File: src/rtl/display_scanner.sv
// Time-multiplexed scan controller for a multi-digit 7-segment display.
// Holds a shadow copy of the value and lights one digit per refresh period.
module display_scanner #(
   parameter int NUM_DIGITS  = 4,
   parameter int REFRESH_DIV = 100000,
   parameter int BLANK_ZEROS = 1,
   localparam int DPW        = (NUM_DIGITS > 1) ? $clog2(NUM_DIGITS) : 1
) (
   input  logic                    clk,
   input  logic                    rst_n,
   input  logic                    load,
   input  logic [4*NUM_DIGITS-1:0] digitsIn,
   input  logic                    negIn,
   input  logic                    dpEn,
   input  logic [DPW-1:0]          dpPos,
   output logic [3:0]              digit,
   output logic                    decPointFlag,
   output logic [NUM_DIGITS-1:0]   anode,
   output logic                    signDropped
);

   localparam int DIVW = (REFRESH_DIV > 1) ? $clog2(REFRESH_DIV) : 1;
   localparam logic [DIVW-1:0] DIV_LAST = DIVW'(REFRESH_DIV - 1);
   localparam logic [DPW-1:0]  IDX_LAST = DPW'(NUM_DIGITS - 1);
   localparam logic [3:0]      CODE_MINUS = 4'hA;
   localparam logic [3:0]      CODE_BLANK = 4'hF;

   logic [DIVW-1:0]         div_cnt;
   logic [DPW-1:0]          idx;
   logic                    tick;

   logic [4*NUM_DIGITS-1:0] val_q;
   logic                    neg_q;
   logic                    dp_en_q;
   logic [DPW-1:0]          dp_pos_q;
   logic                    load_q;

   logic [DPW-1:0]          msd;
   logic [DPW-1:0]          top;
   logic [DPW:0]            top_p1;
   logic                    value_nz;
   logic [3:0]              top_nib;
   logic                    sign_blocked;
   logic                    drop_sign;
   logic [3:0]              nib;
   logic [3:0]              nib_code;
   logic [3:0]              code;
   logic                    dp_here;
   logic [NUM_DIGITS-1:0]   one_hot;
   logic [NUM_DIGITS-1:0]   anode_next;

   assign tick = (div_cnt == DIV_LAST);

   // load is a single-cycle strobe with no back-pressure: every cycle it is high,
   // the inputs are taken into the shadow at that rising edge.
   always_ff @(posedge clk or negedge rst_n) begin
      if (!rst_n) begin
         val_q    <= '0;
         neg_q    <= 1'b0;
         dp_en_q  <= 1'b0;
         dp_pos_q <= '0;
         load_q   <= 1'b0;
      end else begin
         load_q <= load;
         if (load) begin
            val_q    <= digitsIn;
            neg_q    <= negIn;
            dp_en_q  <= dpEn && (int'(dpPos) < NUM_DIGITS);
            dp_pos_q <= dpPos;
         end
      end
   end

   always_comb begin
      msd      = '0;
      nib      = 4'h0;
      value_nz = |val_q;
      top_nib  = val_q[4*(NUM_DIGITS-1) +: 4];
      for (int i = 0; i < NUM_DIGITS; i++) begin
         if (val_q[4*i +: 4] != 4'h0) msd = DPW'(i);
         if (DPW'(i) == idx) nib = val_q[4*i +: 4];
      end

      top    = (dp_en_q && (dp_pos_q > msd)) ? dp_pos_q : msd;
      top_p1 = {1'b0, top} + 1'b1;

      // With blanking the sign sits just above the top digit; without it the
      // sign can only borrow the most significant position when that is zero.
      if (BLANK_ZEROS != 0) sign_blocked = (top == IDX_LAST);
      else                  sign_blocked = (top_nib != 4'h0);
      drop_sign = neg_q && value_nz && sign_blocked;

      nib_code = (nib > 4'd9) ? CODE_BLANK : nib;
      code     = CODE_BLANK;
      if (BLANK_ZEROS == 0) begin
         if ((idx == IDX_LAST) && neg_q && value_nz && (top_nib == 4'h0)) code = CODE_MINUS;
         else                                                             code = nib_code;
      end else if (idx <= top) begin
         code = nib_code;
      end else if (neg_q && value_nz && ({1'b0, idx} == top_p1)) begin
         code = CODE_MINUS;
      end

      dp_here    = dp_en_q && (dp_pos_q == idx);
      one_hot    = NUM_DIGITS'(1) << idx;
      anode_next = ~one_hot;
   end

   always_ff @(posedge clk or negedge rst_n) begin
      if (!rst_n) begin
         div_cnt      <= '0;
         idx          <= '0;
         digit        <= CODE_BLANK;
         decPointFlag <= 1'b0;
         anode        <= '1;
      end else if (tick) begin
         div_cnt      <= '0;
         digit        <= code;
         decPointFlag <= dp_here;
         anode        <= anode_next;
         idx          <= (idx == IDX_LAST) ? '0 : idx + 1'b1;
      end else begin
         div_cnt <= div_cnt + 1'b1;
      end
   end

   // Evaluated the cycle after a capture so it reflects the freshly loaded shadow.
   always_ff @(posedge clk or negedge rst_n) begin
      if (!rst_n) signDropped <= 1'b0;
      else if (load_q) signDropped <= drop_sign;
   end

endmodule
File: config.mk
export PLATFORM = sky130hd
export DESIGN_NAME = display_scanner
export DESIGN_NICKNAME = d
export VERILOG_FILES = /design/src/rtl/display_scanner.sv
export SDC_FILE = /design/constraint.sdc
export NUM_CORES = 1
export LEC_CHECK = 0
export CELL_PAD_IN_SITES_DETAIL_PLACEMENT = 0
export CELL_PAD_IN_SITES_GLOBAL_PLACEMENT = 1
export CORE_ASPECT_RATIO = 0.75
export CORE_MARGIN = 1.5
export CORE_UTILIZATION = 47
export DETAILED_ROUTE_END_ITERATION = 6
export PLACE_DENSITY_LB_ADDON = 0.2
export SYNTH_ARGS = -nofsm -noshare
export SYNTH_HDL_FRONTEND = slang
export SYNTH_SLANG_ARGS = --single-unit
File: constraint.sdc
create_clock -name clk -period 9.9 [get_ports clk]
set_input_delay 1.485 -clock clk [delete_from_list [all_inputs] [get_ports clk]]
set_output_delay 1.485 -clock clk [all_outputs]
set_load 0.01 [all_outputs]
==> impl_metrics.toml <==
[placed_design]
hpwl_um = 3350
finalWeightedCongestion = 0.731
io_buffers = 32

[cells_and_area]
filler_cell_count = 430
final_layout_size_suffix_gt1_share_pct = 15.3
leading_cell_type_in_the_layout_fill_and_taps_excluded = "dfrtp_1"
fin_nets = 287
insertedDiodeCount = 0
area.growth.synth_to_final_pct = 19.7
seq_cell_area_um2 = 1260
utilization_pct = 59.6
multi_input_comb_area_um2 = 1150
layout_common_cells = "dfrtp_1 (42), clkdlybuf4s50_1 (31), mux2_2 (18)"

[timing]
setup_viol_count_final = 0
timing.clock.skew_ns = 0.00844
portion_of_the_clock_cycle_consumed_by_the_worst_path_in_the_final_layout_pct = 34.8
worst-slew-pin-transition_ns = 0.967
finalCriticalPeriod_ns = 3.45
report.final.slew_viol_count = 0
clock.fmax_mhz = 290
rsz_0062_raised_after_global_routing = "no"
max_slew_margin_vs_limit_pct = 35.3
report.final.hold_viol_count = 0
totalNegativeSetupSlack_ns = 0

[power]
power_frac_seq_pct = 55.1
powerDensity_nw_per_um2 = 135
switching_share_pct = 22.2
clock_power_share_pct = 34.9
vdd_ir_drop_max_mv = 0.0934
netSwitchingPower_w = 0.0000889
p_int_w = 0.000312
comb_power_share_pct = 10.0
leakagePower_nw = 1.18

[yosys]
syn-num-nets = 254
synth_top_area_cell = "dfrtp_1"
synthTopCellsByArea = "dfrtp_1 (42%), dfstp_2 (8.5%), mux2_2 (8.2%)"
synth.avg_cell_area_um2 = 11.2
cell_variety_after_synth = 43
synthesis.instances = 221
synth.top_cell.area_share_pct = 42.3
synth-edff-count = 0
yosysWarningCount = 0
most_frequently_used_flop_master_after_synthesis = "dfrtp_1"
syn-cell-area_um2 = 2480
yosys_register_bits = 50
async_reset_ff_share_pct = 100
ys_seq_area_share_pct = 50.8

[critical_path]
worst_setup_path_end_kind = "flop"
crit_path_max_fanout = 4
cp.arrival_ns = 3.66
timing.setup.critical_path_class = "flop to flop"
startpoint_type = "flop"
required_arrival_time_at_the_worst_endpoint_ns = 10.11

[floorplanning]
die-height_um = 65.9
num_io_pins = 33
design.die.area_um2 = 5730
fp.dieW_um = 86.9
core_area_um2 = 4980
core.rowCount = 22
floorplan.initialDensity_pct = 49.8

[clock_network]
tritoncts.num_buffers = 5
cts_max_path_buffers = 2
clk_latency_ns = 0.30
htree_levels = 2
root_buffer = "clkbuf_8"
postCtsSetupRepairBufs = 0
ctsHoldBuffers = 0
tritoncts_num_sinks = 50
postCtsResizedCells = 0
cts_tree = "yes"
clock_pin_slew_reported_for_the_worst_setup_and_hold_paths_after_clock_tree_synthesis_ns = 0.09

[route]
total_vias_in_the_final_route = 1716
post-route-drc-count = 0
dr.pass1.iters = 4
wire_per_inst_um = 14.2
avgViaCountPerCell = 5.25
wirelength_um = 4630
drt_iter0_drc = 79
remaining_number_of_nets_flagged_by_the_antenna_check_after_routing = 0

[grt]
largest_net_degree_at_the_start_of_global_routing = 51
grt_first_pass_wirelength_um = 8200
antenna_found_initial = 0
grt_overflow_total = 0
grt_use_total_pct = 18.8
via_count_of_the_first_global_routing_pass = 1650

[worst_hold_path]
min_path_type = "flop to flop"

[run_status]
status = "finished, final reports clean"

[run]
drv.max_cap_violation_count = 0
metal layers:
layer  up-vias  share of wire [%]  track usage, %
met5         -                  0               0
met4         0               0.30            3.63
met3         2                4.0            4.87
met2        34                 40            26.2
met1       810                 56            29.2
li1        870                  -               -
final cells by class:
type / count / share of cell area (%)
clock inverter: 1 / 1.01
clock buffer: 7 / 2.57
timing repair buffer: 34 / 11.1
tap: 72 / 3.03
sequential: 50 / 42.5
multi-input combinational: 154 / 38.7
inverter: 9 / 1.14
power groups by stage:
stage | clock, W | sequential [W] | combinational [W]
after floorplan | 0 | 0.000223 | 0.0000217
after global placement | 0 | 0.000224 | 0.0000396
after detailed placement | 0 | 0.000225 | 0.0000405
after CTS | 0.000145 | 0.000221 | 0.0000407
after global routing | 0.000156 | 0.000222 | 0.0000454
final | 0.000140 | 0.000221 | 0.0000401
cells in the mapped netlist (2+ instances only):
cell / n
dfrtp_1: 42
mux2_2: 18
nand2_1: 16
nor2_1: 15
o21ai_0: 13
ha_1: 10
inv_1: 9
xnor2_1: 9
dfstp_2: 8
nand3_1: 8
xor2_1: 8
a211oi_1: 6
clkbuf_1: 5
nand4_1: 5
nand3b_1: 4
nor3_1: 4
or4_1: 4
a221oi_1: 3
and4_1: 3
nor2b_1: 3
nor3b_1: 3
nor4_1: 2
o21ai_1: 2
o41ai_1: 2
worst paths after layout:
path                            from     endpoint  slack (ns)  cells past startpoint
min in group asynchronous      rst_n        neg_q        1.28                      2
max reg2reg                val_q[12]     digit[0]        6.45                     11
max in group asynchronous      rst_n  dp_pos_q[0]        8.18                      2
min reg2reg                 digit[2]     digit[2]        0.47                      2
max                        val_q[12]     digit[0]        6.45                     11
min                         digit[2]     digit[2]        0.47                      2
state kept, by name (all words and copies together) (netlist names):
register / count
anode: 4
decPointFlag: 1
digit: 4
div_cnt: 17
dp_en_q: 1
dp_pos_q: 2
idx: 2
load_q: 1
neg_q: 1
signDropped: 1
val_q: 16
critical path, stage by stage (launching register included):
cell,delay [ns]
dfrtp_1,0.42
or4_1,0.59
nor2_1,0.18
ha_1,0.26
nor2b_1,0.13
o211ai_1,0.28
mux2_2,0.40
ha_1,0.18
nor2b_1,0.15
a2bb2oi_1,0.43
a2111oi_4,0.08
a211oi_1,0.26
metrics by stage:
step	area (um^2)	worst slack [ns]	total power (W)	hold slack [ns]	cells
floorplan	2480	6.73	0.000244	0.448	221
global placement	2860	6.56	0.000264	0.464	319
detailed placement	2860	6.47	0.000265	0.463	319
CTS	2970	6.45	0.000406	0.477	327
global route	2970	6.17	0.000424	0.502	327
finish	2970	6.45	0.000400	0.474	327
logic make-up (layout without fill, tap and decap cells):
logic type,count (synthesis),in the layout,share of synthesized area (%)
AND/OR/NAND/NOR,74,74,16.8
flip-flops,50,50,50.8
AO/OA/AOI/OAI,35,35,10.3
multiplexers,18,18,8.17
XOR/XNOR,17,17,6.00
buffers and inverters,17,51,2.92
adder cells (fa/ha/maj),10,10,5.04
(Power assumes the default switching activity.)
